### config.mk
export PLATFORM = sky130hd
export DESIGN_NAME = dbus_uart_tx
export DESIGN_NICKNAME = d
export VERILOG_FILES = /design/src/rtl/dbus_uart_pkg.sv /design/src/rtl/sync_fifo.sv /design/src/rtl/dbus_uart_tx.sv
export SDC_FILE = /design/constraint.sdc
export NUM_CORES = 1
export LEC_CHECK = 0
export ABC_AREA = 1
export CAP_MARGIN = 5
export CORE_UTILIZATION = 57
export CTS_BUF_LIST = sky130_fd_sc_hd__clkbuf_4
export DETAILED_ROUTE_END_ITERATION = 8
export DONT_BUFFER_PORTS = 1
export GPL_ROUTABILITY_DRIVEN = 0
export GPL_TIMING_DRIVEN = 0
export PLACE_DENSITY = 0.75
export SETUP_SLACK_MARGIN = 0.4
export SLEW_MARGIN = 20
export SYNTH_ARGS = -nofsm -noshare
export SYNTH_HDL_FRONTEND = slang
export SYNTH_HIERARCHICAL = 1
export SYNTH_SLANG_ARGS = --single-unit
export TNS_END_PERCENT = 30
### constraint.sdc
create_clock -name clk -period 2.9 [get_ports clk]
set_clock_uncertainty 0.15 [all_clocks]
set_input_delay 0.29 -clock clk [delete_from_list [all_inputs] [get_ports clk]]
set_output_delay 0.29 -clock clk [all_outputs]
set_load 0.02 [all_outputs]
### src/rtl/dbus_uart_pkg.sv
// Shared definitions for the data-bus UART transmitter.
//   REG_*  : word offsets decoded from addr[1:0]
//   ST_*   : bit positions inside the STATUS register
//   tx_state_e : serialiser FSM states
package dbus_uart_pkg;

  localparam logic [1:0] REG_TXDATA = 2'd0;
  localparam logic [1:0] REG_STATUS = 2'd1;
  localparam logic [1:0] REG_DIV    = 2'd2;
  localparam logic [1:0] REG_RSVD   = 2'd3;

  localparam int ST_FULL  = 0;
  localparam int ST_EMPTY = 1;
  localparam int ST_BUSY  = 2;
  localparam int ST_OVF   = 3;

  typedef enum logic [1:0] {
    S_IDLE  = 2'd0,
    S_START = 2'd1,
    S_DATA  = 2'd2,
    S_STOP  = 2'd3
  } tx_state_e;

endpackage

### src/rtl/sync_fifo.sv
// Synchronous FIFO with first-word-fall-through read port.
//   clk, resetn     : clock, async active-low reset (pointers/count only)
//   push, din       : write request; ignored while full
//   pop, dout       : read request; dout shows the head entry; ignored while empty
//   full, empty     : occupancy flags
//   count           : number of stored entries (0..DEPTH)
module sync_fifo #(
  parameter  int WIDTH = 8,
  parameter  int DEPTH = 8,
  localparam int AW    = $clog2(DEPTH),
  localparam int CW    = AW + 1
) (
  input  logic             clk,
  input  logic             resetn,
  input  logic             push,
  input  logic [WIDTH-1:0] din,
  input  logic             pop,
  output logic [WIDTH-1:0] dout,
  output logic             full,
  output logic             empty,
  output logic [CW-1:0]    count
);

  logic [WIDTH-1:0] mem_q [DEPTH];
  logic [AW-1:0]    wr_ptr_q, rd_ptr_q;
  logic [CW-1:0]    count_q;
  logic             push_ok, pop_ok;

  assign full    = (count_q == CW'(DEPTH));
  assign empty   = (count_q == '0);
  assign count   = count_q;
  assign dout    = mem_q[rd_ptr_q];
  // Fullness is judged on the pre-edge count, so a same-cycle pop never frees a slot.
  assign push_ok = push & ~full;
  assign pop_ok  = pop & ~empty;

  always_ff @(posedge clk) begin
    if (push_ok) mem_q[wr_ptr_q] <= din;
  end

  // Pointers are AW bits wide, so they wrap modulo DEPTH for free.
  always_ff @(posedge clk or negedge resetn) begin
    if (!resetn) begin
      wr_ptr_q <= '0;
      rd_ptr_q <= '0;
      count_q  <= '0;
    end else begin
      if (push_ok) wr_ptr_q <= wr_ptr_q + AW'(1);
      if (pop_ok)  rd_ptr_q <= rd_ptr_q + AW'(1);
      count_q <= count_q + CW'(push_ok) - CW'(pop_ok);
    end
  end

endmodule

### src/rtl/dbus_uart_tx.sv
// Memory-mapped 8N1 UART transmitter on the CPU data bus (data-RAM style access).
//   clk, resetn : clock, async active-low reset
//   en          : block selected this cycle
//   wen[3:0]    : byte write enables
//   addr        : word address, only addr[1:0] decoded
//   wdata       : write data
//   rdata       : read data, registered, updated only on en cycles
//   uart_tx     : registered serial output, idles high
//   tx_busy     : FSM active or bytes still queued
module dbus_uart_tx
  import dbus_uart_pkg::*;
#(
  parameter int CLK_DIV    = 104,
  parameter int FIFO_DEPTH = 8,
  parameter int ADDR_W     = 22
) (
  input  logic              clk,
  input  logic              resetn,
  input  logic              en,
  input  logic [3:0]        wen,
  input  logic [ADDR_W-1:0] addr,
  input  logic [31:0]       wdata,
  output logic [31:0]       rdata,
  output logic              uart_tx,
  output logic              tx_busy
);

  localparam int          CW      = $clog2(FIFO_DEPTH) + 1;
  localparam logic [15:0] DIV_RST = 16'(CLK_DIV);

  tx_state_e   state_q, state_d;
  logic [15:0] div_reg_q;          // programmed divisor
  logic [15:0] div_q, div_d;       // divisor frozen for the current frame
  logic [15:0] cnt_q, cnt_d;       // baud counter, counts down to 0
  logic [2:0]  bit_q, bit_d;
  logic [7:0]  shr_q, shr_d;
  logic        tx_q, tx_d;
  logic        ovf_q;
  logic [31:0] rdata_q;

  logic          push, pop, load, ovf_clr, div_we;
  logic          fifo_full, fifo_empty;
  logic [7:0]    fifo_dout;
  logic [CW-1:0] fifo_count;
  logic [31:0]   status, rd_mux;
  logic          unused_bits;

  assign unused_bits = ^{addr[ADDR_W-1:2], wen[3:2], wdata[31:16]};

  assign push    = en & wen[0] & (addr[1:0] == REG_TXDATA);
  assign ovf_clr = en & wen[0] & wdata[ST_OVF] & (addr[1:0] == REG_STATUS);
  assign div_we  = en & wen[0] & wen[1] & (addr[1:0] == REG_DIV);

  sync_fifo #(.WIDTH(8), .DEPTH(FIFO_DEPTH)) u_fifo (
    .clk    (clk),
    .resetn (resetn),
    .push   (push),
    .din    (wdata[7:0]),
    .pop    (pop),
    .dout   (fifo_dout),
    .full   (fifo_full),
    .empty  (fifo_empty),
    .count  (fifo_count)
  );

  assign tx_busy = (state_q != S_IDLE) | ~fifo_empty;
  assign uart_tx = tx_q;
  assign rdata   = rdata_q;

  always_comb begin
    status           = '0;
    status[ST_FULL]  = fifo_full;
    status[ST_EMPTY] = fifo_empty;
    status[ST_BUSY]  = tx_busy;
    status[ST_OVF]   = ovf_q;
    case (addr[1:0])
      REG_TXDATA: rd_mux = 32'(fifo_count);
      REG_STATUS: rd_mux = status;
      REG_DIV:    rd_mux = {16'b0, div_reg_q};
      default:    rd_mux = '0;
    endcase
  end

  // tx_d is the line level for the coming bit, so uart_tx changes exactly at
  // the bit boundary edge and comes straight from a flop.
  always_comb begin
    state_d = state_q;
    div_d   = div_q;
    cnt_d   = cnt_q;
    bit_d   = bit_q;
    shr_d   = shr_q;
    tx_d    = tx_q;
    load    = 1'b0;
    case (state_q)
      S_IDLE: load = ~fifo_empty;
      S_START: begin
        if (cnt_q == '0) begin
          state_d = S_DATA;
          cnt_d   = div_q - 16'd1;
          bit_d   = 3'd0;
          tx_d    = shr_q[0];
        end else cnt_d = cnt_q - 16'd1;
      end
      S_DATA: begin
        if (cnt_q == '0) begin
          cnt_d = div_q - 16'd1;
          if (bit_q == 3'd7) begin
            state_d = S_STOP;
            tx_d    = 1'b1;
          end else begin
            bit_d = bit_q + 3'd1;
            shr_d = {1'b0, shr_q[7:1]};
            tx_d  = shr_q[1];
          end
        end else cnt_d = cnt_q - 16'd1;
      end
      S_STOP: begin
        if (cnt_q == '0) begin
          // Back-to-back frames: go straight to START with no idle bit.
          if (!fifo_empty) load = 1'b1;
          else state_d = S_IDLE;
        end else cnt_d = cnt_q - 16'd1;
      end
      default: state_d = S_IDLE;
    endcase
    if (load) begin
      state_d = S_START;
      div_d   = div_reg_q;
      cnt_d   = div_reg_q - 16'd1;
      shr_d   = fifo_dout;
      tx_d    = 1'b0;
    end
  end

  assign pop = load;

  always_ff @(posedge clk or negedge resetn) begin
    if (!resetn) begin
      state_q   <= S_IDLE;
      div_reg_q <= DIV_RST;
      div_q     <= DIV_RST;
      cnt_q     <= '0;
      bit_q     <= '0;
      shr_q     <= '0;
      tx_q      <= 1'b1;
      ovf_q     <= 1'b0;
      rdata_q   <= '0;
    end else begin
      state_q <= state_d;
      div_q   <= div_d;
      cnt_q   <= cnt_d;
      bit_q   <= bit_d;
      shr_q   <= shr_d;
      tx_q    <= tx_d;
      if (en) rdata_q <= rd_mux;
      if (push && fifo_full) ovf_q <= 1'b1;
      else if (ovf_clr)      ovf_q <= 1'b0;
      if (div_we) div_reg_q <= (wdata[15:0] == '0) ? 16'd1 : wdata[15:0];
    end
  end

endmodule

[After elaboration in Yosys (flattened, before gate mapping)]
Memory sizes are Yosys's and may differ from the RTL's.
Index checks and enable logic that the tools add are counted.
Cells by class
  reductions and logical operators: 20
  add/sub/neg operators: 8
  shift operators: 0
  equal/unequal tests: 17
  mux-type cells: 33
  $mul: 0
  bitwise operators: 11
  divide/modulo/power cells: 0
  order comparisons: 0
Operators with widths (number)
  2-to-1 mux 16 bit: 4
  case mux 16 bit (3 select lines): 1
  subtractor 16 x 1 -> 16 bit (second input constant): 3
  zero test 16 bit: 2
  2-to-1 mux 8 bit: 4
  case mux 16 bit (2 select lines): 1
  inequality test 3 x 2 -> 1 bit (second input constant): 6
  2-to-1 mux 2 bit: 6
  2-to-1 mux 1 bit: 10
  nonzero test 2 bit: 5
  adder 3 x 1 -> 3 bit (second input constant): 3
  2-to-1 mux 3 bit: 3
  bitwise AND 1 bit: 8
  equality test 2 bit (second input constant): 3
  inequality test 2 bit (second input constant): 3
  case mux 2 bit (3 select lines): 1
  case mux 3 bit (2 select lines): 1
  AND reduction 3 bit: 2
  AND reduction 6 bit: 1
  nonzero test 3 bit: 2
  adder 4 x 1 -> 4 bit: 1
  equality test 2 x 1 -> 1 bit (second input constant): 2
  equality test 4 bit (second input constant): 1
  zero test 2 bit: 2
  12 further kinds: 14
Storage, ports and cells
  memories: 1
  bits in latches: 0
  flip-flop bits (word level): 105
  memory bits (writable): 64
  memory bits (read-only): 0
  input port bits: 61
Memories
  u_fifo.mem_q: words 8, width 8, read ports 1, clocked after Yosys merged registers in 0, wr ports 1, RTL line sync_fifo.sv:24  | logic [WIDTH-1:0] mem_q [DEPTH];

[Longest topological paths before layout]
Gate-level depths: netlist (run 1).
  depth after elaboration: 6
  gate-level depth with buffers: 17

[Modules after synthesis]
Netlist (run 1), hierarchy kept.
Modules (own cells, without submodules)
  dbus_uart_tx: area each 4854.7 um^2, times used 1, sequential area each 1985.7 um^2, cells an instance 680
  sync_fifo: area each 3473.3 um^2, times used 1, sequential area each 2172.1 um^2, cells an instance 347

[Least setup slack after synthesis (run 1)]
Ideal clock, no wire load.
  path type: register to register
  start point: reg state_q[0]
  end point: reg u_fifo.count_q[2] (netlist: u_fifo/count[2])
  path buffers: 1
  data required time: 2.627 ns
  slack: -0.033 ns
  library setup time: 0.123 ns
  stages on the path, launching flop included: 15
  clock period less this slack: 2.933 ns
  arrival time: 2.661 ns
  path through: dfrtp_1 inv_1 ha_1 nor2_1 nand2_4 inv_2 buf_4 nand2_1 inv_1 ha_1 inv_1 ha_1 inv_1 fa_1 xnor2_1
On the way
  cells in the longest elaborated chain, start to end: 4
  elaborated cells between the ends (all ways): 5
Ends and longest elaborated chain
  start, declared: RTL line dbus_uart_tx.sv:31  | tx_state_e state_q, state_d;
  start signal, assigned: RTL line dbus_uart_tx.sv:149  | state_q <= state_d;
  equality test 2 bit / zero test 2 bit (equally long branches): RTL line dbus_uart_tx.sv:94  | case (state_q)
  case mux 1 bit (2 select lines) (*): RTL line dbus_uart_tx.sv:94
  named net load: RTL line dbus_uart_tx.sv:41  | logic push, pop, load, ovf_clr, div_we;
  bitwise AND 1 bit (*): RTL line sync_fifo.sv:35  | assign pop_ok = pop & ~empty;
  named net u_fifo.pop_ok: RTL line sync_fifo.sv:27  | logic push_ok, pop_ok;
  subtractor 4 x 1 -> 4 bit (*): RTL line sync_fifo.sv:50  | count_q <= count_q + CW'(push_ok) - CW'(pop_ok);
  end signal, assigned: RTL line sync_fifo.sv:50
  end, declared: RTL line sync_fifo.sv:26  | logic [CW-1:0] count_q;
Mark *: on every way through the listed nets, which the timed path passes. The rest lies on a longest branch.
A chain may end at the register's enable or synchronous reset.

[Final worst setup path (run 1)]
  start point: reg cnt_q[4]
  end point: reg u_fifo.count_q[1] (netlist: u_fifo/count[1])
On the way
  cells in the longest elaborated chain, start to end: 5
Ends and longest elaborated chain
  start, declared: RTL line dbus_uart_tx.sv:34  | logic [15:0] cnt_q, cnt_d;
  start signal, assigned: RTL line dbus_uart_tx.sv:151  | cnt_q <= cnt_d;
  zero test 16 bit: RTL line dbus_uart_tx.sv:118  | if (cnt_q == '0) begin
  2-to-1 mux 1 bit: RTL line dbus_uart_tx.sv:118
  case mux 1 bit (2 select lines): RTL line dbus_uart_tx.sv:94
  named net load: RTL line dbus_uart_tx.sv:41
  bitwise AND 1 bit: RTL line sync_fifo.sv:35
  named net u_fifo.pop_ok: RTL line sync_fifo.sv:27
  subtractor 4 x 1 -> 4 bit: RTL line sync_fifo.sv:50
The timed path passes the listed nets, and every way through them passes these cells.

==> results of run 1 <==
cell type report:
cell class / instances / area [um2]
fillers: 1066 / 4314
flip-flops and latches: 153 / 4163
multi-input cells: 683 / 3517
inverters: 163 / 639.4
repair buffers: 57 / 515.5
plain buffers: 43 / 307.8
clock inverters: 15 / 232.7
well taps: 180 / 225.2
clock buffers: 17 / 127.6
cell usage after synthesis, drive strengths merged:
library cell	instances	area (um2)
o21ai	72	360.3
ha	17	212.7
nor3b	1	7.510
a21oi	6	30.03
xor2	22	192.7
o211ai	4	30.03
o21a	1	7.510
dfstp	7	183.9
xnor2	7	61.31
nand4	8	50.05
clkbuf	9	33.78
nand3	103	525.5
and2	1	6.260
dfrtp	82	2052
buf	34	266.5
fa	1	20.02
nor2	97	374.1
mux2	4	45.04
edfxtp	64	1922
nor4	4	25.02
or2	2	12.52
o221ai	1	8.760
nand3b	4	30.03
o22ai	1	6.260
inv	163	616.8
conb	1	3.750
a22o	2	17.52
nor3	13	65.06
nand2	296	1161
cell usage in the layout (no fill, tap or decap), types with 5 or more instances in the layout:
| cell type | synthesis | routed |
|---|---|---|
| a21oi_1 | 6 | 6 |
| buf_2 | 6 | 6 |
| buf_4 | 22 | 50 |
| buf_6 | 5 | 5 |
| clkbuf_1 | 9 | 9 |
| clkbuf_4 | 0 | 17 |
| conb_1 | 1 | 16 |
| dfrtp_1 | 82 | 78 |
| dfstp_2 | 7 | 7 |
| dlygate4sd3_1 | 0 | 27 |
| edfxtp_1 | 64 | 64 |
| ha_1 | 17 | 12 |
| inv_1 | 157 | 150 |
| inv_2 | 4 | 6 |
| inv_4 | 2 | 5 |
| inv_8 | 0 | 6 |
| nand2_1 | 282 | 281 |
| nand2_2 | 11 | 11 |
| nand3_1 | 101 | 97 |
| nand4_1 | 8 | 8 |
| nor2_1 | 93 | 87 |
| nor2_4 | 0 | 6 |
| nor3_1 | 13 | 5 |
| nor3_2 | 0 | 8 |
| o21ai_0 | 59 | 59 |
| o21ai_1 | 13 | 13 |
| xnor2_1 | 7 | 7 |
| xor2_1 | 22 | 22 |
registers in the layout (all words and copies together), names as in the netlist:
| register | flops |
|---|---|
| bit_q | 3 |
| cnt_q | 16 |
| div_q | 16 |
| div_reg_q | 16 |
| ovf_q | 1 |
| rdata | 16 |
| shr_q | 8 |
| state_q | 2 |
| u_fifo/count | 4 |
| u_fifo/mem_q | 64 |
| u_fifo/rd_ptr_q | 3 |
| u_fifo/wr_ptr_q | 3 |
| uart_tx | 1 |
routing by layer:
metal / routed length, um / part of all wire, %
met1: 9093 / 44
met2: 9630 / 47
met3: 1483 / 7.2
met4: 314 / 1.5
met5: 0 / 0
worst max-delay path, delay by kind of cell, from the launching register on:
family | cells | cell delay, ns
DFF | 1 | 0.47
and+or+nand+nor | 7 | 0.68
buffers and inverters | 6 | 0.35
adders and majority gates | 3 | 0.83
per-stage QoR:
stage               utilization, %  instances
floorplan                        -       1042
detailed placement           62.18       1222
global route                 69.28       1311
finish                       69.28       1311
global placement             62.08       1222
CTS                          68.56       1304
repair_timing:
action | 4_1_cts | 5_1_grt
endpoints found under the hold margin | 185 | 0
endpoints found under the setup margin | 26 | 3
gates resized for setup | 18 | 9
buffers inserted | 22 | 7
pin swaps | 8 | 5
hold buffers | 28 | 0
power by group:
part	switching, W	internal, W	total (W)
clock	0.000929	0.000652	0.00158
combinational	0.000629	0.000398	0.00103
sequential	0.000272	0.00248	0.00275
total	0.00183	0.00353	0.00536
cells by family after synthesis:
group / after synthesis / share of synthesized area (%)
AO/OA/AOI/OAI: 87 / 5.529
adder cells (fa/ha/maj): 18 / 2.794
XOR/XNOR: 29 / 3.050
AND/OR/NAND/NOR: 529 / 27.10
multiplexers: 4 / 0.5408
other: 1 / 0.04503
buffers and inverters: 206 / 11.01
flip-flops: 153 / 49.92
worst max-delay path by stage:
stage | endpoint | slack [ns] | cells past startpoint
floorplan | u_fifo/count[1]$_DFF_PN0_ | 0.28 | 17
global placement | u_fifo/count[1]$_DFF_PN0_ | -0.23 | 16
detailed placement | u_fifo/count[1]$_DFF_PN0_ | -0.29 | 16
CTS | u_fifo/count[1]$_DFF_PN0_ | 0.30 | 17
global route | u_fifo/count[1]$_DFF_PN0_ | 0.23 | 17
finish | u_fifo/count[1]$_DFF_PN0_ | 0.30 | 16
==> impl_metrics.env, run 1 <==
export IMPL_cts_tree="yes"
export IMPL_grt_max_degree=90
export IMPL_ys_ff_latch=153
export IMPL_synth_area_um2=8328
export IMPL_worst_slew_pin_slew_ns=0.7441
export IMPL_post_route_min_period_ns=2.600
export IMPL_r2r_slack_ns=0.30
export IMPL_hold_path_startpoint="en"
export IMPL_crit_chain="nor2_4, nand3_4, nor2_4, nand3_4, nand2_4, nand2_8, inv_8, buf_8, nand2_8, inv_8, ha_4, inv_4, ha_4, inv_2, fa_2, inv_1"
export IMPL_synth_distinct_cells=40
export IMPL_fin_area_um2=9728
export IMPL_max_cap_violations=0
export IMPL_portBuffers=0
export IMPL_dp_slack_ns=-0.2922
export IMPL_rr_endpoint="u_fifo/count[1]$_DFF_PN0_"
export IMPL_r2r_cells=16
export IMPL_core_um2=14040
export IMPL_seq_area_frac_synth_pct=49.92
export IMPL_grt_pass1_vias=6559
export IMPL_worstReg2RegStart="cnt_q[4]$_DFFE_PN0P_"
export IMPL_cp_start_kind="register"
export IMPL_cpMaxStageDelayCell="fa_2"
export IMPL_finalHoldWorstSlack_ns=0.06185
export IMPL_overflow=0
export IMPL_clock_fmax_mhz=384.6
export IMPL_path_max_fanout=5
export IMPL_holdPathEnd="ovf_q$_DFFE_PN0P_"
export IMPL_power_density_nw_per_um2=550.8
export IMPL_rsz0062_at_grt="yes"
export IMPL_post_route_period_util_pct=89.67
export IMPL_routedWlPerCell_um=15.65
export IMPL_power_w=0.005359
export IMPL_hold_path_class="in2reg"
export IMPL_die_y_um=122.9
export IMPL_track_usage_pct=29.15
export IMPL_slowest_delay_ns=0.51
export IMPL_cts_buffers=17
export IMPL_drc=0
export IMPL_gr_usage_met2_pct=45.86
export IMPL_drive_gt1_share_pct=15.03
export IMPL_vias=6968
export IMPL_vias_per_cell=5.315
export IMPL_total_leakage_power_nw=4.483
export IMPL_antenna_found_initial=0
export IMPL_post_dp_cell_area_um2=8732
export IMPL_drt_wl_total_mm=20.52
export IMPL_cp_end_kind="register"
export IMPL_dp_hpwl_mm=13.71
export IMPL_die_w_um=122.9
export IMPL_drtPass1Iterations=5
export IMPL_avgSynthCellArea_um2=8.109
export IMPL_crit_arrival_ns=2.94
export IMPL_finalHoldViolCount=0
export IMPL_die_area_um2=15100
export IMPL_worstSetupPathType="reg2reg"
export IMPL_fin_setup_tns_ns=0
export IMPL_diodes=0
export IMPL_met1_usage_pct=41.14
export IMPL_syn2layout_area_growth_pct=16.81
export IMPL_setup_viol=0
export IMPL_clockRootBuffer="clkbuf_4"
export IMPL_drtIter0Drc=640
export IMPL_slew_violations=0
export IMPL_ys_warn_count=6
export IMPL_initial_core_util_pct=59.31
export IMPL_clk_path_buf_depth=2
export IMPL_insertion_delay_ns=0.58
export IMPL_grt_pass1_wl_mm=33.24
export IMPL_busiest_layer="met2"
export IMPL_finalWorstSetupSlack_ns=0.2996
export IMPL_num_nets_final=1197
export IMPL_slew_headroom_pct=50.12
export IMPL_synthesis_instances=1027
export IMPL_cts_htree_levels=4
export IMPL_cp_data_required_time_ns=3.24
export IMPL_rows=43
export IMPL_clkSlewWorstSetupHoldPaths_ns=0.16
export IMPL_use_met3_pct=5.716
export IMPL_io_pins=95
export IMPL_ant_nets=0
export IMPL_min_path_cells=5
export IMPL_status="finished clean"
export IMPL_irDropWorstVdd_mv=0.7223
export IMPL_cts_sinks=153
export IMPL_startpoint="cnt_q[4]$_DFFE_PN0P_"
(Power assumes the default switching activity.)
==> inputs of run 2 (changes only) <==
Settings changed: BUFFER_PORTS_ARGS set to -buffer_cell sky130_fd_sc_hd__buf_2, CORE_UTILIZATION 57 to 55, DONT_BUFFER_PORTS 1 to unset, PLACE_DENSITY 0.75 to 0.79, REMOVE_ABC_BUFFERS set to 1, SYNTH_HIERARCHICAL 1 to unset.
==> run 2 against run 1 <==
Synthesized cell count decreased by 8.9%. Via count decreased by 4.3%. Wire length decreased by 5.8%. Non-clock buffer count decreased by 11. Combinational power increased by 20%. Critical endpoint is now u_fifo.count[1]$_DFF_PN0_. Largest cell class unchanged.
==> impl_metrics.env, run 2 <==
export IMPL_synth_edf_count=64
export IMPL_slew_headroom_pct=42.79
export IMPL_cpMaxStageDelayCell="fa_2"
export IMPL_overflow=0
export IMPL_routedWlPerCell_um=16.00
export IMPL_synth_top_cells_by_count="nand2_1 (227), nor2_1 (126), inv_1 (85)"
export IMPL_power_internal_w=0.003513
export IMPL_total_leakage_power_nw=4.015
export IMPL_cts_buffers=17
export IMPL_ant_nets=0
export IMPL_power_frac_seq_pct=50.8
export IMPL_initial_core_util_pct=57.07
export IMPL_track_usage_pct=26.89
export IMPL_place_inst=1128
export IMPL_die_area_um2=15110
export IMPL_path_max_fanout=2
export IMPL_portBuffers=40
export IMPL_holdPathEnd="rdata[13]$_DFFE_PN0P_"
export IMPL_cp_end_kind="register"
export IMPL_irDropWorstVdd_mv=0.4917
export IMPL_combPwrFrac_pct=23.4
export IMPL_power_w=0.005287
export IMPL_finalWorstSetupSlack_ns=0.3010
export IMPL_synthesis_instances=936
export IMPL_top_register="u_fifo.mem_q"
export IMPL_antenna_found_initial=1
export IMPL_die_w_um=122.9
export IMPL_cts_sinks=153
export IMPL_drt_wl_total_mm=19.33
export IMPL_crit_chain="inv_2, buf_6, ha_4, nor3b_4, nor2_4, a21boi_4, clkbuf_16, ha_4, inv_2, ha_4, inv_2, fa_2, inv_2"
export IMPL_r2r_slack_ns=0.30
export IMPL_vias=6671
export IMPL_vias_per_cell=5.522
export IMPL_clockPowerShare_pct=25.8
export IMPL_status="finished clean"
export IMPL_post_route_min_period_ns=2.599
export IMPL_synth_distinct_cells=45
export IMPL_synthMostInstantiatedCell="nand2_1"
export IMPL_seq_area_frac_synth_pct=51.69
export IMPL_path_common_cell="inv_2"
export IMPL_clk_path_buf_depth=2
export IMPL_slew_violations=0
export IMPL_rows=43
export IMPL_final_common_cell="nand2_1"
export IMPL_r2r_cells=13
export IMPL_cp_start_kind="register"
export IMPL_grt_max_degree=62
export IMPL_rr_endpoint="u_fifo.count[1]$_DFF_PN0_"
export IMPL_slowest_delay_ns=0.53
export IMPL_hold_path_startpoint="addr[0]"
export IMPL_drtPass1Iterations=5
export IMPL_worstReg2RegStart="u_fifo.count[2]$_DFF_PN0_"
export IMPL_max_cap_violations=0
export IMPL_avgSynthCellArea_um2=8.594
export IMPL_largest_register_ffs=64
export IMPL_core_um2=14100
export IMPL_clock_fmax_mhz=384.8
export IMPL_setup_viol=0
export IMPL_synth_flop_cell="dfrtp_1"
export IMPL_post_route_period_util_pct=89.62
export IMPL_drc=0
export IMPL_rsz0062_at_grt="yes"
export IMPL_swShare_pct=33.55
export IMPL_cts_htree_levels=4
export IMPL_worst_slew_pin_slew_ns=0.8572
export IMPL_dp_slack_ns=-0.4502
export IMPL_fin_setup_tns_ns=0
export IMPL_clkSlewWorstSetupHoldPaths_ns=0.14
export IMPL_io_pins=95
export IMPL_switching_power_w=0.001774
export IMPL_syn2layout_area_growth_pct=14.90
export IMPL_cp_data_required_time_ns=3.25
export IMPL_power_density_nw_per_um2=572.0
export IMPL_synth_area_leaders="dfrtp_1 (26%), edfxtp_1 (24%), nand2_1 (11%), nor2_1 (5.9%), o21ai_0 (5.2%)"
export IMPL_num_nets_final=1096
export IMPL_synth_area_um2=8044
export IMPL_dp_hpwl_mm=12.27
export IMPL_cts_tree="yes"
export IMPL_grt_pass1_wl_mm=30.34
export IMPL_layout_cells_non_filler=1208
export IMPL_mostFrequentLayoutCells="nand2_1 (226), nor2_1 (116), o21ai_0 (84)"
export IMPL_synth_top_area_share_pct=25.51
export IMPL_grt_pass1_vias=6274
export IMPL_min_path_cells=4
export IMPL_crit_arrival_ns=2.95
export IMPL_ys_warn_count=0
export IMPL_insertion_delay_ns=0.58
export IMPL_worstSetupPathType="reg2reg"
export IMPL_finalHoldViolCount=0
export IMPL_synth_top_area_cell="dfrtp_1"
export IMPL_drive_gt1_share_pct=15.48
export IMPL_drtIter0Drc=636
export IMPL_ys_ff_latch=153
export IMPL_die_y_um=122.9
export IMPL_async_flop_share_pct=58.17
export IMPL_clockRootBuffer="clkbuf_4"
export IMPL_hold_path_class="in2reg"
run 2: cell count changes after synthesis, moves of 9 or more:
| cell | before | now |
|---|---|---|
| inv_1 | 157 | 85 |
| nand2_1 | 282 | 227 |
| nand2_2 | 11 | 0 |
| nand3_1 | 101 | 81 |
| nor2_1 | 93 | 126 |
| nor3_1 | 13 | 3 |
| o211ai_1 | 4 | 14 |
| o21ai_0 | 59 | 84 |
| o21ai_1 | 13 | 4 |
run 2: per-layer routing:
| metal | GRT usage, % | wire length, um | share of wire (%) | up-vias |
|---|---|---|---|---|
| met3 | 6.135 | 1317 | 6.8 | 47 |
| met1 | 35.60 | 8337 | 43 | 3126 |
| li1 | - | - | - | 3209 |
| met2 | 43.12 | 9163 | 47 | 289 |
| met5 | 0 | 0 | 0 | - |
| met4 | 10.44 | 511 | 2.6 | 0 |
run 2: cells by family (layout without fill, tap and decap cells):
kind of cell               count (synthesis)  count (layout)  synth area share [%]
AOI/OAI and AO/OA                        125             125                 8.757
xor gates and xnor gates                  25              25                 2.722
adders and majority gates                 21              21                 3.360
buffers and inverters                    133             209                 7.497
DFF                                      153             153                 51.69
muxes                                      7               7                0.9332
other                                      1              17               0.04662
and+or+nand+nor                          471             471                 25.00
run 2: power by group through the flow:
stage | Sequential (W) | Clock, W | Combinational, W
detailed placement | 0.00272 | 0 | 0.000969
finish | 0.00269 | 0.00136 | 0.00124
floorplan | 0.00270 | 0 | 0.000665
global placement | 0.00270 | 0 | 0.000930
CTS | 0.00267 | 0.00137 | 0.00111
global route | 0.00271 | 0.00146 | 0.00138
run 2: final cells by class:
cell class / count / area, um2
repair buffers: 89 / 715.7
diodes: 1 / 2.502
clock buffers: 18 / 135.1
multi-input cells: 665 / 3515
fillers: 1098 / 4853
inverters: 88 / 330.3
clock inverters: 14 / 158.9
flip-flops and latches: 153 / 4160
well taps: 180 / 225.2
run 2: how the worst max path moves through the flow:
stage                                   end                       from  slack [ns]  cells after the start
2_1_floorplan     u_fifo.count[2]$_DFF_PN0_     state_q[0]$_DFFE_PN0P_       -0.30                     10
3_3_place_gp      u_fifo.count[2]$_DFF_PN0_     state_q[1]$_DFFE_PN0P_       -1.03                     10
3_5_place_dp      u_fifo.count[2]$_DFF_PN0_     state_q[1]$_DFFE_PN0P_       -0.45                     11
4_1_cts        u_fifo.mem_q[4][6]$_DFFE_PP_  u_fifo.count[2]$_DFF_PN0_        0.21                      8
5_1_grt           u_fifo.count[1]$_DFF_PN0_  u_fifo.count[2]$_DFF_PN0_        0.25                     13
6_report          u_fifo.count[1]$_DFF_PN0_  u_fifo.count[2]$_DFF_PN0_        0.30                     13
run 2: per-stage QoR:
step | utilization, % | hold WS, ns | instance area, um2
floorplan | - | -0.1556 | 7828
global placement | 58.55 | 0.3155 | 8253
detailed placement | 59.11 | 0.03982 | 8332
CTS | 64.22 | 0.007010 | 9052
global route | 65.57 | 0.03675 | 9243
finish | 65.57 | 0.04253 | 9243
run 2: what timing repair did:
item / CTS / global route
endpoints found under the hold margin: 164 / 0
setup buffers: 18 / 7
cloned: 0 / 0
gates resized for setup: 19 / 26
setup endpoints to repair: 70 / 90
pin swaps: 5 / 5
hold buffers: 22 / 0
run 2: worst max-delay path: cells and delay by family, from the launching register on:
family,cells,cell delay (ns)
buffers and inverters,6,0.47
adders and majority gates,4,0.97
and+or+nand+nor,2,0.34
DFF,1,0.43
AOI/OAI and AO/OA,1,0.15
